File: src/rtl/ysyx_24070014_arb_pkg.sv
// Shared encodings for the NPC memory-port arbiter: FSM states and master indices.
package ysyx_24070014_arb_pkg;

  typedef enum logic [1:0] {
    ARB_IDLE = 2'd0,
    ARB_REQ  = 2'd1,
    ARB_RESP = 2'd2
  } arb_state_e;

  localparam logic MST_IFU = 1'b0;
  localparam logic MST_LSU = 1'b1;

endpackage

File: src/rtl/ysyx_24070014_rr_pick2.sv
// Two-way round-robin picker: a lone requester wins, a tie goes to the one not served last.
module ysyx_24070014_rr_pick2 (
  input  logic [1:0] req,
  input  logic       last,
  output logic       pick,
  output logic       any
);

  assign any  = |req;
  assign pick = (&req) ? ~last : req[1];

endmodule

File: src/rtl/ysyx_24070014_mem_arbiter.sv
// IFU/LSU to single-slave memory arbiter; grant is held for one full request+response.
module ysyx_24070014_mem_arbiter
  import ysyx_24070014_arb_pkg::*;
#(
  parameter int ADDR_W = 32,
  parameter int DATA_W = 32
) (
  input  logic                clock,
  input  logic                reset_n,
  input  logic                m0_req_valid,
  output logic                m0_req_ready,
  input  logic [ADDR_W-1:0]   m0_req_addr,
  input  logic                m0_req_wen,
  input  logic [DATA_W-1:0]   m0_req_wdata,
  input  logic [DATA_W/8-1:0] m0_req_wmask,
  output logic                m0_resp_valid,
  input  logic                m0_resp_ready,
  output logic [DATA_W-1:0]   m0_resp_rdata,
  input  logic                m1_req_valid,
  output logic                m1_req_ready,
  input  logic [ADDR_W-1:0]   m1_req_addr,
  input  logic                m1_req_wen,
  input  logic [DATA_W-1:0]   m1_req_wdata,
  input  logic [DATA_W/8-1:0] m1_req_wmask,
  output logic                m1_resp_valid,
  input  logic                m1_resp_ready,
  output logic [DATA_W-1:0]   m1_resp_rdata,
  output logic                s_req_valid,
  input  logic                s_req_ready,
  output logic [ADDR_W-1:0]   s_req_addr,
  output logic                s_req_wen,
  output logic [DATA_W-1:0]   s_req_wdata,
  output logic [DATA_W/8-1:0] s_req_wmask,
  input  logic                s_resp_valid,
  input  logic [DATA_W-1:0]   s_resp_rdata,
  output logic                s_resp_ready,
  output logic                gnt,
  output logic                busy
);

  arb_state_e state, state_next;
  logic       gnt_q, gnt_next;
  logic       last_q, last_next;
  logic       pick, any;

  ysyx_24070014_rr_pick2 u_pick (
    .req  ({m1_req_valid, m0_req_valid}),
    .last (last_q),
    .pick (pick),
    .any  (any)
  );

  // last resets to LSU so the IFU wins the first tie after reset
  always_ff @(posedge clock or negedge reset_n) begin
    if (!reset_n) begin
      state  <= ARB_IDLE;
      gnt_q  <= MST_IFU;
      last_q <= MST_LSU;
    end else begin
      state  <= state_next;
      gnt_q  <= gnt_next;
      last_q <= last_next;
    end
  end

  always_comb begin
    state_next    = state;
    gnt_next      = gnt_q;
    last_next     = last_q;
    m0_req_ready  = 1'b0;
    m1_req_ready  = 1'b0;
    m0_resp_valid = 1'b0;
    m1_resp_valid = 1'b0;
    m0_resp_rdata = '0;
    m1_resp_rdata = '0;
    s_req_valid   = 1'b0;
    s_req_addr    = '0;
    s_req_wen     = 1'b0;
    s_req_wdata   = '0;
    s_req_wmask   = '0;
    s_resp_ready  = 1'b0;
    case (state)
      ARB_IDLE: begin
        if (any) begin
          gnt_next   = pick;
          state_next = ARB_REQ;
        end
      end
      ARB_REQ: begin
        // a dropped valid here is a master protocol error; we simply keep waiting
        s_req_valid = (gnt_q == MST_LSU) ? m1_req_valid : m0_req_valid;
        s_req_addr  = (gnt_q == MST_LSU) ? m1_req_addr  : m0_req_addr;
        s_req_wen   = (gnt_q == MST_LSU) ? m1_req_wen   : m0_req_wen;
        s_req_wdata = (gnt_q == MST_LSU) ? m1_req_wdata : m0_req_wdata;
        s_req_wmask = (gnt_q == MST_LSU) ? m1_req_wmask : m0_req_wmask;
        m0_req_ready = (gnt_q == MST_IFU) && s_req_ready;
        m1_req_ready = (gnt_q == MST_LSU) && s_req_ready;
        if (s_req_valid && s_req_ready) state_next = ARB_RESP;
      end
      ARB_RESP: begin
        m0_resp_valid = (gnt_q == MST_IFU) && s_resp_valid;
        m1_resp_valid = (gnt_q == MST_LSU) && s_resp_valid;
        m0_resp_rdata = (gnt_q == MST_IFU) ? s_resp_rdata : '0;
        m1_resp_rdata = (gnt_q == MST_LSU) ? s_resp_rdata : '0;
        s_resp_ready  = (gnt_q == MST_LSU) ? m1_resp_ready : m0_resp_ready;
        if (s_resp_valid && s_resp_ready) begin
          last_next  = gnt_q;
          state_next = ARB_IDLE;
        end
      end
      default: state_next = ARB_IDLE;
    endcase
  end

  assign gnt  = gnt_q;
  assign busy = (state != ARB_IDLE);

endmodule

File: config.mk
export PLATFORM = sky130hd
export DESIGN_NAME = ysyx_24070014_mem_arbiter
export DESIGN_NICKNAME = d
export VERILOG_FILES = /design/src/rtl/ysyx_24070014_arb_pkg.sv /design/src/rtl/ysyx_24070014_rr_pick2.sv /design/src/rtl/ysyx_24070014_mem_arbiter.sv
export SDC_FILE = /design/constraint.sdc
export NUM_CORES = 1
export LEC_CHECK = 0
export BUFFER_PORTS_ARGS = -buffer_cell sky130_fd_sc_hd__buf_2
export CELL_PAD_IN_SITES_DETAIL_PLACEMENT = 0
export CELL_PAD_IN_SITES_GLOBAL_PLACEMENT = 1
export CORE_AREA = 2 2 124 126
export DETAILED_ROUTE_END_ITERATION = 8
export DIE_AREA = 0 0 126 128
export GPL_TIMING_DRIVEN = 0
export PLACE_DENSITY = 0.67
export REMOVE_ABC_BUFFERS = 1
export SETUP_SLACK_MARGIN = 0.5
export SYNTH_ARGS = -nofsm -noshare
export SYNTH_HDL_FRONTEND = slang
export SYNTH_SLANG_ARGS = --single-unit
File: constraint.sdc
create_clock -name clock -period 1.6 [get_ports clock]
set_input_delay 0.32 -clock clock [delete_from_list [all_inputs] [get_ports clock]]
set_output_delay 0.32 -clock clock [all_outputs]
set_load 0.1 [all_outputs]
; After elaboration in Yosys (flattened, before gate mapping)
; Cells that the tools add are included.
[totals]
ff_bits = 4
latchBits = 0
mem_bits_rw = 0
mem_bits_ro = 0
output_inout_bits = 141
n_memories = 0
[op_classes]
add_sub_neg = 0
mul = 0
div = 0
n_lt_le_gt_ge = 0
eq_ne = 5
n_shift = 0
n_mux = 25
bitwise_logic = 2
n_reduce_logical = 13
[op_table]
columns = op, count
row1 = two-way mux 32 bit, 8
row2 = two-way mux 1 bit, 11
row3 = two-way mux 4 bit, 2
row4 = logical AND 1 bit, 6
row5 = two-way mux 2 bit, 3
row6 = "inequality test 2 bit, second input constant", 3
row7 = one-hot mux 2 bit (3 select lines), 1
row8 = AND reduction 2 bit, 3
row9 = AND reduction 3 bit, 1
row10 = "== test 2 x 1 -> 1 bit, second input constant", 1
row11 = "== test 2 bit, second input constant", 1
row12 = zero test 2 bit, 1
row13 = inverter 1 bit, 2
row14 = nonzero test 2 bit, 1
row15 = OR reduction 2 bit, 1

; Depth between registers and ports, before layout
; Gate-level depths: netlist of the first run.
[depth]
ltp_word = 4
mapped_depth = 5
ltp_nobuf = 3

; Cells and area by module
; A second synthesis of the first run with hierarchy kept.
[hier_totals]
hier_cells = 255
hier_area_um2 = 1762.9
[by_module_without_submodules]
columns = module, n_inst, cells_each, area_per_inst_um2, seq_area_each_um2
row1 = ysyx_24070014_mem_arbiter, 1, 253, 1749.2, 101.3
row2 = ysyx_24070014_rr_pick2, 1, 2, 13.8, 0.0

; Least setup slack after synthesis of the first run
; No wires, ideal clock.
[synth_path]
path_type = register -> output
start = reg gnt_q (netlist: gnt)
end = out s_req_addr[10]
arrival_ps = 2793
setup_slack_ps = -1513
stages_incl_launch_ff = 6
path_buffers = 3
cell_sequence = dfrtp_1 buf_6 buf_6 buf_6 mux2i_1 nor2_1
[synth_between]
elab_chain_cells = 2
[synth_lines]
columns = element, line_no
row1 = from (decl), ysyx_24070014_mem_arbiter.sv:42  ; logic gnt_q, gnt_next;
row2 = from (signal assigned), ysyx_24070014_mem_arbiter.sv:61  ; gnt_q <= gnt_next;
row3 = two-way mux 32 bit, ysyx_24070014_mem_arbiter.sv:92  ; s_req_addr = (gnt_q == MST_LSU) ? m1_req_addr : m0_req_addr;
row4 = two-way mux 32 bit, ysyx_24070014_mem_arbiter.sv:82  ; case (state)
row5 = to (decl), ysyx_24070014_mem_arbiter.sv:30  ; output logic [ADDR_W-1:0] s_req_addr,
; No other way between the ends.

; Final worst setup path of the first run
[layout_path]
start = reg gnt_q (netlist: gnt)
end = out s_req_addr[12]
; The elaborated chain is that of the path after synthesis.

==> impl_table.tex, run 1 <==
\begin{tabular}{lr}
\hline
Metric & Value \\
\hline
\multicolumn{2}{l}{\textbf{Floorplan}} \\
\quad Count of pins on the block boundary & between 300 and 400 \\
\quad Die area & 16100 sq um \\
\quad Initial core utilization & between 10 and 15\% \\
\quad Die width & around 130 um \\
\quad Floorplan die height & around 130 um \\
\quad Number of core rows & 45 \\
\quad Core ar. & about 15000 sq um \\
\multicolumn{2}{l}{\textbf{Timing}} \\
\quad Final count of negative-setup-slack endpoints & 140 \\
\quad Worst hold slack across all endpoints & 0.320 ns \\
\quad Minimum period implied by the final worst setup slack & a little over 2 ns \\
\quad Slew at the pin with the worst max-slew slack & approximately 0.34 ns \\
\quad Final worst setup slack & -0.413 ns \\
\quad Unrepaired setup endpoints after global routing & true \\
\quad Clock skew after layout & approximately 0.0034 ns \\
\quad Maximum frequency from static timing analysis & between 400 and 500 MHz \\
\quad Period utilization & 126\% \\
\quad Max Transition Viols Final & 0 \\
\quad Hold Vio Cnt, Final & 0 \\
\quad Max-slew headroom & around 77\% \\
\multicolumn{2}{l}{\textbf{Route}} \\
\quad DR iter-0 viols & 86 \\
\quad Iteration count of the initial detailed-routing pass & 4 \\
\quad Drt total wl & 16.3 mm \\
\quad Detail-routed via count per cell & roughly 4.4 \\
\quad WL per Instance & approximately 20 um \\
\quad Overall via count from detail\_route & about 3500 \\
\quad Post-route ant nets & 0 \\
\quad Final routed DRC violation total & 0 \\
\multicolumn{2}{l}{\textbf{Synthesis}} \\
\quad Fraction of registers with async set or reset after synthesis & 100\% \\
\quad Synthesized area divided by synthesized cell count & roughly 7.0 sq um \\
\quad Most frequent cell after synthesis & nor2\_1 \\
\quad Flip-flop and latch count after synthesis & 4 \\
\quad Cell count after synthesis & $\sim$260 \\
\quad Number of warnings issued by yosys & 0 \\
\quad Commonest cells in the netlist & nor2\_1, mux2i\_1, and2\_1 \\
\quad Number of synthesized flops with an enable pin & 0 \\
\quad Post-synth top area share & between 30\% and 40\% \\
\quad Leading post-synthesis cells by cell area & mux2i\_1, nor2\_1, and2\_1 \\
\quad Fraction of the yosys area taken by sequential cells & around 5.6\% \\
\quad Number of distinct library cell variants in the gate-level netlist after synthesis & 25 \\
\quad Synthesized cell area & 1820 sq um \\
\quad Most instantiated flip-flop cell in the synthesis netlist & dfrtp\_1 \\
\quad Synth area leader & mux2i\_1 \\
\multicolumn{2}{l}{\textbf{Layout}} \\
\quad Count of inserted antenna diode cells & 0 \\
\quad Synth-to-Final Area Change & 248\% \\
\quad Final layout net count & 789 \\
\quad Number of fillers in the final layout & about 1400 \\
\quad Combined flip-flop and latch cell area & 110 sq um \\
\quad Share of final-layout standard cells stronger than drive strength 1 & between 70\% and 80\% \\
\quad Area taken by multi-input logic gates & 2010 sq um \\
\multicolumn{2}{l}{\textbf{Worst setup path}} \\
\quad CP required & roughly 1.3 ns \\
\quad Maximum fanout count along the critical path & 8 \\
\quad CP Cell Sequence & buf\_12, clkbuf\_16, mux2i\_1, nor2\_1, buf\_6 \\
\quad Data arrival time of the critical path & approximately 1.7 ns \\
\quad Classification of the worst setup path & reg -> out \\
\quad Library cell contributing the largest single delay on the critical path & dfrtp\_4 \\
\quad Worst setup EP type & primary output \\
\quad Bufs and invs on worst path & 3 \\
\quad Maximum cell stage delay along the critical path & about 0.56 ns \\
\quad Startpoint type of the worst setup path & register \\
\quad Kind of cell with the highest combined delay on the critical path & buffers and inverters \\
\multicolumn{2}{l}{\textbf{GRT}} \\
\quad Largest net degree at the start of global routing & 35 \\
\quad Wire length of the first global-routing pass & around 20 mm \\
\quad Combined global-route utilization of all metal layers & between 10\% and 20\% \\
\quad Total gr overflow & 0 \\
\quad Initial antenna violation count & 1 \\
\quad Via count of the first global-routing pass & about 3400 \\
\multicolumn{2}{l}{\textbf{Placed design}} \\
\quad Number of port buffers & $\sim$320 \\
\quad Total half-perimeter wirelength after legalization and detailed placement & 8.24 mm \\
\quad Final RePlAce weighted congestion & slightly above 0.7 \\
\multicolumn{2}{l}{\textbf{CTS}} \\
\quad Cts bufs inserted & 3 \\
\quad H-tree level count & 1 \\
\quad Bufs on Longest Clock Path & 2 \\
\quad CTS tree & built \\
\quad Number of sinks driven by the clock tree & 4 \\
\quad Clock latency on the worst-skew pair & $\sim$0.23 ns \\
\quad Clock transition at the registers of the reported paths & $\sim$0.030 ns \\
\quad Clk Tree Root Cell & clkbuf\_16 \\
\multicolumn{2}{l}{\textbf{Outcome}} \\
\quad Status & finished with violations \\
\quad Violated checks & setup timing \\
\multicolumn{2}{l}{\textbf{Worst hold path}} \\
\quad Hold crit path type & in -> reg \\
\multicolumn{2}{l}{\textbf{Flow run}} \\
\quad Count of max-cap constraint violations & 0 \\
\hline
\end{tabular}
==> final cells by class <==
class / instances / area share (%)
timing repair buffer: 363 / 61.4
multi-input combinational: 238 / 31.8
tap: 188 / 3.73
sequential: 4 / 1.74
clock buffer: 4 / 1.25
inverter: 1 / 0.0595
==> cell families (layout without fill, tap and decap cells) <==
logic type,count (synthesis),after routing,synth area share (%)
and+or+nand+nor,149,160,41.6
muxes,70,70,38.9
buffers and inverters,28,368,10.5
AOI/OAI and AO/OA,8,8,3.51
DFF,4,4,5.58
==> final timing paths <==
| path | startpoint | end | slack, ns | depth (start not counted) |
|---|---|---|---|---|
| max | gnt | s_req_addr[12] | -0.41 | 5 |
| min | m0_req_valid | gnt | 0.32 | 2 |
| max reg2reg | gnt | state[1] | 0.08 | 6 |
| min reg2reg | last_q | last_q | 0.58 | 2 |
| max in group asynchronous | reset_n | last_q | 0.94 | 2 |
| min in group asynchronous | reset_n | state[0] | 0.45 | 2 |
==> metal layers <==
layer  up-vias  global-route usage [%]  wire length (um)
li1       1600                       -                 -
met1      1634                    16.4              5700
met2       224                    32.7              9150
met3        25                    2.38              1060
met4         0                    2.71               419
met5         -                       0                 0
==> cells in the final DEF, fill, tap and decap left out, types with 2 or more instances in the layout <==
cell / n
clkbuf_16: 9
and3_4: 34
buf_4: 8
dfrtp_4: 2
nand2b_4: 7
buf_12: 83
mux2i_1: 67
nor2_1: 67
buf_2: 177
nor2b_4: 4
nor2_4: 4
and2_1: 2
and2_4: 33
a311oi_2: 2
buf_6: 80
and2b_4: 4
buf_16: 7
==> metrics by stage <==
step	setup TNS [ns]	cells	area, sq um	setup slack (ns)	util, %
2_1_floorplan	-480.41	232	1630	-3.78	-
3_3_place_gp	-478.14	738	3460	-3.55	23.2
3_5_place_dp	-111.32	739	3490	-1.24	23.5
4_1_cts	-45.25	771	5630	-0.373	37.9
5_1_grt	-47.98	798	6310	-0.440	42.5
6_report	-43.16	798	6310	-0.413	42.5
==> flip-flops by register name (all words and copies together) (netlist names) <==
| name | count |
|---|---|
| state | 2 |
| gnt | 1 |
| last_q | 1 |
==> what timing repair did <==
| action | 4_1_cts | 5_1_grt |
|---|---|---|
| buffers inserted | 17 | 15 |
| hold buffers | 1 | 0 |
| endpoints found under the setup margin | 145 | 145 |
| resized for setup | 488 | 80 |
| gates cloned | 10 | 12 |
| hold endpoints to repair | 3 | 0 |
| pin swaps | 11 | 18 |
Power of run 1 is left out: the tool's default activity adds up to more than one toggle a clock period on the data nets, which glitch-free logic cannot reach.
==> run 2, diff against run 1 <==
- BUFFER_PORTS_ARGS: -buffer_cell sky130_fd_sc_hd__buf_2 -> -buffer_cell sky130_fd_sc_hd__buf_4
==> run 2 against run 1 <==
Compared with the run above: the flow still finishes with violations (setup timing); utilization increased by 1.5 points; fmax increased by 0.13%; count of clock-buffer cells in the layout unchanged; flip-flop and latch count unchanged; critical endpoint is now s_req_addr[29].
==> impl_table.tex, run 2 (synthesized netlist as in run 1, its figures left out) <==
\begin{tabular}{lr}
\hline
Metric & Value \\
\hline
\multicolumn{2}{l}{\textbf{Outcome}} \\
\quad Status & finished with violations \\
\quad Violated checks & setup timing \\
\multicolumn{2}{l}{\textbf{Layout}} \\
\quad Biggest register & state \\
\quad Commonest non-fill, non-tap cells in the layout & buf\_4, buf\_6, buf\_12 \\
\quad Final layout net count & $\sim$780 \\
\quad Share of final-layout standard cells stronger than drive strength 1 & 72.4\% \\
\quad Number of fillers in the final layout & 1344 \\
\quad Max FFs per register & 2 \\
\quad Finished Layout Cells & a little under 800 \\
\quad Synth-to-Final Area Change & 260\% \\
\quad Most common library cell in the layout ignoring fill and taps & buf\_4 \\
\quad Count of inserted antenna diode cells & 0 \\
\multicolumn{2}{l}{\textbf{Timing}} \\
\quad Max-slew headroom & approximately 79\% \\
\quad Final count of negative-setup-slack endpoints & around 140 \\
\quad Minimum period implied by the final worst setup slack & 2.01 ns \\
\quad Unrepaired setup endpoints after global routing & true \\
\quad Period utilization & 126\% \\
\quad Final worst setup slack & -0.410 ns \\
\quad Slew at the pin with the worst max-slew slack & $\sim$0.32 ns \\
\quad Max Transition Viols Final & 0 \\
\quad Hold Vio Cnt, Final & 0 \\
\quad Clock skew after layout & approximately 0.003 ns \\
\quad Maximum frequency from static timing analysis & just under 500 MHz \\
\multicolumn{2}{l}{\textbf{GRT}} \\
\quad Combined global-route utilization of all metal layers & between 10\% and 20\% \\
\quad Total gr overflow & 0 \\
\quad Largest net degree at the start of global routing & 50 \\
\quad Via count of the first global-routing pass & 3388 \\
\quad Wire length of the first global-routing pass & around 19 mm \\
\quad Initial antenna violation count & 0 \\
\multicolumn{2}{l}{\textbf{Worst setup path}} \\
\quad CP Cell Sequence & buf\_12, buf\_12, buf\_16, mux2i\_1, nor2\_1, buf\_6 \\
\quad Bufs and invs on worst path & 4 \\
\quad Worst setup EP type & primary output \\
\quad Worst path most repeated cell & buf\_12 \\
\quad Classification of the worst setup path & reg -> out \\
\quad Data arrival time of the critical path & 1.69 ns \\
\quad Maximum cell stage delay along the critical path & 0.50 ns \\
\quad Library cell contributing the largest single delay on the critical path & dfrtp\_4 \\
\quad Startpoint type of the worst setup path & register \\
\quad CP required & 1.28 ns \\
\quad Maximum fanout count along the critical path & 8 \\
\quad Kind of cell with the highest combined delay on the critical path & buffers and inverters \\
\multicolumn{2}{l}{\textbf{Placed design}} \\
\quad Worst slack, placed & -1.02 ns \\
\quad Final RePlAce weighted congestion & between 0.7 and 0.8 \\
\quad Total half-perimeter wirelength after legalization and detailed placement & between 8 and 9 mm \\
\quad Placed cells & 740 \\
\quad Number of port buffers & 318 \\
\multicolumn{2}{l}{\textbf{Flow run}} \\
\quad Count of max-cap constraint violations & 0 \\
\multicolumn{2}{l}{\textbf{Route}} \\
\quad Final routed DRC violation total & 0 \\
\quad Overall via count from detail\_route & between 3000 and 4000 \\
\quad Drt total wl & roughly 14 mm \\
\quad Post-route ant nets & 0 \\
\quad Detail-routed via count per cell & $\sim$4.3 \\
\quad DR iter-0 viols & just under 60 \\
\quad Iteration count of the initial detailed-routing pass & 4 \\
\quad WL per Instance & approximately 18 um \\
\multicolumn{2}{l}{\textbf{Floorplan}} \\
\quad Initial core utilization & between 10\% and 20\% \\
\quad Floorplan die height & 128 um \\
\quad Die area & roughly 16000 sq um \\
\quad Number of core rows & 45 \\
\quad Count of pins on the block boundary & 319 \\
\quad Die width & $\sim$130 um \\
\quad Core ar. & 14900 sq um \\
\multicolumn{2}{l}{\textbf{CTS}} \\
\quad Clk Tree Root Cell & clkbuf\_16 \\
\quad Number of sinks driven by the clock tree & 4 \\
\quad Bufs on Longest Clock Path & 2 \\
\quad CTS tree & built \\
\quad Clock transition at the registers of the reported paths & approximately 0.030 ns \\
\quad Cts bufs inserted & 3 \\
\quad H-tree level count & 1 \\
\quad Clock latency on the worst-skew pair & 0.23 ns \\
\multicolumn{2}{l}{\textbf{Worst hold path}} \\
\quad Hold crit path type & in -> reg \\
\hline
\end{tabular}
-- run 2: path summary, 6_finish.rpt --
kind	to	cells after the start	from	slack, ns
max in group asynchronous	last_q	2	reset_n	0.96
min in group asynchronous	gnt	2	reset_n	0.45
worst min-delay path	gnt	2	m0_req_valid	0.30
worst max-delay path	s_req_addr[29]	6	gnt	-0.41
worst min register to register	last_q	2	last_q	0.56
worst max register to register	state[1]	5	gnt	-0.02
-- run 2: worst register-to-register path, delay by kind of cell, from the launching register on --
kind            cells  cell delay (ns)
flops               1             0.50
buf+inv             3             0.45
mux                 1             0.30
compound gates      1             0.24
-- run 2: per-layer routing --
layer	global-route usage, %	vias up	part of all wire (%)
met5	0	-	0
met4	2.33	0	2.3
met3	2.46	21	6.8
met2	32.2	213	57
met1	15.5	1573	34
li1	-	1570	-
-- run 2: what timing repair did --
| action | CTS | global route |
|---|---|---|
| setup endpoints to repair | 145 | 145 |
| setup buffers | 22 | 13 |
| endpoints found under the hold margin | 3 | 0 |
| hold buffers | 1 | 0 |
| pin swaps | 6 | 14 |
| resized for setup | 333 | 52 |
| gates cloned | 9 | 4 |
-- run 2: area by class of cell --
cell class	instances	area, sq um	area share, %
well taps	188	235	3.60
clock buffers	4	78.8	1.21
multi-input cells	230	1830	28.1
inverters	1	3.75	0.0575
repair buffers	366	4270	65.4
flip-flops and latches	4	108	1.65
-- run 2: stage by stage --
stage          instance area (sq um)  util (%)  setup TNS (ns)  hold WS (ns)
6_report                        6530      43.9          -44.62         0.302
5_1_grt                         6530      43.9          -50.45         0.317
4_1_cts                         6160      41.5          -41.01         0.296
3_5_place_dp                    4310      29.0          -87.07         0.121
3_3_place_gp                    4250      28.6         -441.40         0.118
2_1_floorplan                   1630         -         -480.41        0.0244
Power of run 2 is left out for the same reason.
==> run 3, diff against run 2 <==
==> constraint.sdc (replaced) <==
create_clock -name clock -period 1.6 [get_ports clock]
set_input_delay 0.24 -clock clock [delete_from_list [all_inputs] [get_ports clock]]
set_output_delay 0.24 -clock clock [all_outputs]
set_load 0.1 [all_outputs]
==> run 3 against run 2 <==
Compared with the run above: the flow still finishes with violations (setup timing); hold slack got worse by 0.082 ns; utilization barely moved; fmax rose by 4.4%; via count up 0.36%; register-to-register slack about the same; first-iteration DRC count is 24% lower; cell count fell by 0.13%; critical path type unchanged.
==> impl_table.tex, run 3 (synthesized netlist as in run 1, its figures left out) <==
\begin{tabular}{lr}
\hline
Metric & Value \\
\hline
\multicolumn{2}{l}{\textbf{Outcome}} \\
\quad Status & finished with violations \\
\quad Violated checks & setup timing \\
\multicolumn{2}{l}{\textbf{Worst setup path}} \\
\quad CP required & roughly 1.4 ns \\
\quad Cells on worst reg2reg path & 5 \\
\quad Source of the worst register-to-register timing path & gnt \\
\quad Worst setup EP type & primary output \\
\quad FF-to-FF setup slack & -0.01 ns \\
\quad Worst reg2reg endpoint & state[1] \\
\quad Classification of the worst setup path & reg -> out \\
\quad Startpoint type of the worst setup path & register \\
\quad Maximum fanout count along the critical path & 8 \\
\quad Data arrival time of the critical path & around 1.7 ns \\
\multicolumn{2}{l}{\textbf{Timing}} \\
\quad Unrepaired setup endpoints after global routing & true \\
\quad Max-slew headroom & between 70\% and 80\% \\
\quad Slew at the pin with the worst max-slew slack & 0.310 ns \\
\quad Final worst setup slack & -0.326 ns \\
\quad Period utilization & 120\% \\
\quad Maximum frequency from static timing analysis & 519 MHz \\
\quad Minimum period implied by the final worst setup slack & 1.93 ns \\
\quad Setup TNS & -33.20 ns \\
\quad Max Transition Viols Final & 0 \\
\quad Hold Vio Cnt, Final & 0 \\
\quad Clock skew after layout & $\sim$0.0025 ns \\
\quad Final count of negative-setup-slack endpoints & between 100 and 150 \\
\multicolumn{2}{l}{\textbf{Layout}} \\
\quad Cell area after layout & between 6000 and 7000 sq um \\
\quad Combined flip-flop and latch cell area & 108 sq um \\
\quad Max FFs per register & 2 \\
\quad Count of inserted antenna diode cells & 0 \\
\quad Final Core Density & 43.9\% \\
\quad Area taken by multi-input logic gates & approximately 1800 sq um \\
\quad Synth-to-Final Area Change & 260\% \\
\quad Biggest register & state \\
\quad Commonest non-fill, non-tap cells in the layout & buf\_4, buf\_6, buf\_12 \\
\quad Final layout net count & a little under 800 \\
\quad Number of fillers in the final layout & between 1000 and 1500 \\
\quad Finished Layout Cells & 792 \\
\quad Most common library cell in the layout ignoring fill and taps & buf\_4 \\
\quad Share of final-layout standard cells stronger than drive strength 1 & between 70\% and 80\% \\
\multicolumn{2}{l}{\textbf{Floorplan}} \\
\quad Floorplan die height & about 130 um \\
\quad Die width & around 130 um \\
\quad Die area & 16100 sq um \\
\quad Initial core utilization & about an eighth \\
\quad Count of pins on the block boundary & 319 \\
\quad Core ar. & 14900 sq um \\
\quad Number of core rows & 45 \\
\multicolumn{2}{l}{\textbf{GRT}} \\
\quad Largest net degree at the start of global routing & 50 \\
\quad Total gr overflow & 0 \\
\quad Initial antenna violation count & 0 \\
\quad Wire length of the first global-routing pass & 19.3 mm \\
\quad Via count of the first global-routing pass & $\sim$3400 \\
\quad Combined global-route utilization of all metal layers & 15.2\% \\
\multicolumn{2}{l}{\textbf{Route}} \\
\quad Iteration count of the initial detailed-routing pass & 4 \\
\quad Final routed DRC violation total & 0 \\
\quad WL per Instance & 18.1 um \\
\quad Overall via count from detail\_route & approximately 3400 \\
\quad DR iter-0 viols & 44 \\
\quad Drt total wl & 14.4 mm \\
\quad Detail-routed via count per cell & roughly 4.3 \\
\quad Post-route ant nets & 0 \\
\multicolumn{2}{l}{\textbf{Placed design}} \\
\quad Placed cells & 740 \\
\quad Total half-perimeter wirelength after legalization and detailed placement & approximately 8.9 mm \\
\quad Number of port buffers & about 320 \\
\quad Placement Cell Area & roughly 4300 sq um \\
\quad Final RePlAce weighted congestion & 0.748 \\
\multicolumn{2}{l}{\textbf{Flow run}} \\
\quad Count of max-cap constraint violations & 0 \\
\multicolumn{2}{l}{\textbf{CTS}} \\
\quad Bufs on Longest Clock Path & 2 \\
\quad Clock latency on the worst-skew pair & roughly 0.23 ns \\
\quad CTS tree & built \\
\quad H-tree level count & 1 \\
\quad Clock transition at the registers of the reported paths & 0.03 ns \\
\quad Number of sinks driven by the clock tree & 4 \\
\quad Cts bufs inserted & 3 \\
\quad Clk Tree Root Cell & clkbuf\_16 \\
\multicolumn{2}{l}{\textbf{Worst hold path}} \\
\quad Worst hold start & m0\_req\_valid \\
\quad Hold Path Cell Cnt & 2 \\
\quad Hold crit path type & in -> reg \\
\quad Worst Hold Endpoint & gnt \\
\hline
\end{tabular}
## run 3: worst max-delay path, cell delays in order, from the launching register on
cell and delay (ns):
dfrtp_4 0.50, buf_12 0.15, buf_12 0.14, buf_16 0.15, mux2i_1 0.13, nor2_1 0.14, buf_6 0.25
## run 3: how the worst max path moves through the flow
stage                   endpoint  depth (start not counted)  slack, ns      from
6_report          s_req_addr[29]                          6      -0.33       gnt
5_1_grt           s_req_addr[29]                          6      -0.38       gnt
4_1_cts           s_req_wmask[2]                          5      -0.30       gnt
3_5_place_dp   m0_resp_rdata[16]                          4      -0.94  state[0]
3_3_place_gp         s_req_valid                          3      -3.15       gnt
2_1_floorplan       m0_req_ready                          1      -3.70       gnt
## run 3: through the flow
step / setup slack (ns) / hold WS [ns]
2_1_floorplan: -3.70 / -0.0556
3_3_place_gp: -3.15 / 0.0377
6_report: -0.326 / 0.220
5_1_grt: -0.385 / 0.236
3_5_place_dp: -0.942 / 0.0405
4_1_cts: -0.304 / 0.216
## run 3: per-layer routing
metal	share of wire (%)	GRT usage (%)	vias up
li1	-	-	1576
met1	34	15.5	1584
met2	57	32.2	210
met3	6.5	2.21	19
met4	1.8	2.91	0
met5	0	0	-
## run 3: layout make-up
cell class	instances	share of cell area, %
well taps	188	3.60
repair buffers	365	65.4
flip-flops and latches	4	1.65
inverters	1	0.0575
multi-input cells	230	28.1
clock buffers	4	1.21
## run 3: timing repair
| action | 4_1_cts | 5_1_grt |
|---|---|---|
| setup endpoints to repair | 145 | 145 |
| resized for setup | 333 | 54 |
| pin swaps | 6 | 14 |
| buffers inserted | 22 | 12 |
| hold buffers | 1 | 0 |
| gates cloned | 9 | 4 |
| endpoints found under the hold margin | 4 | 0 |
Power of run 3 is left out for the same reason.
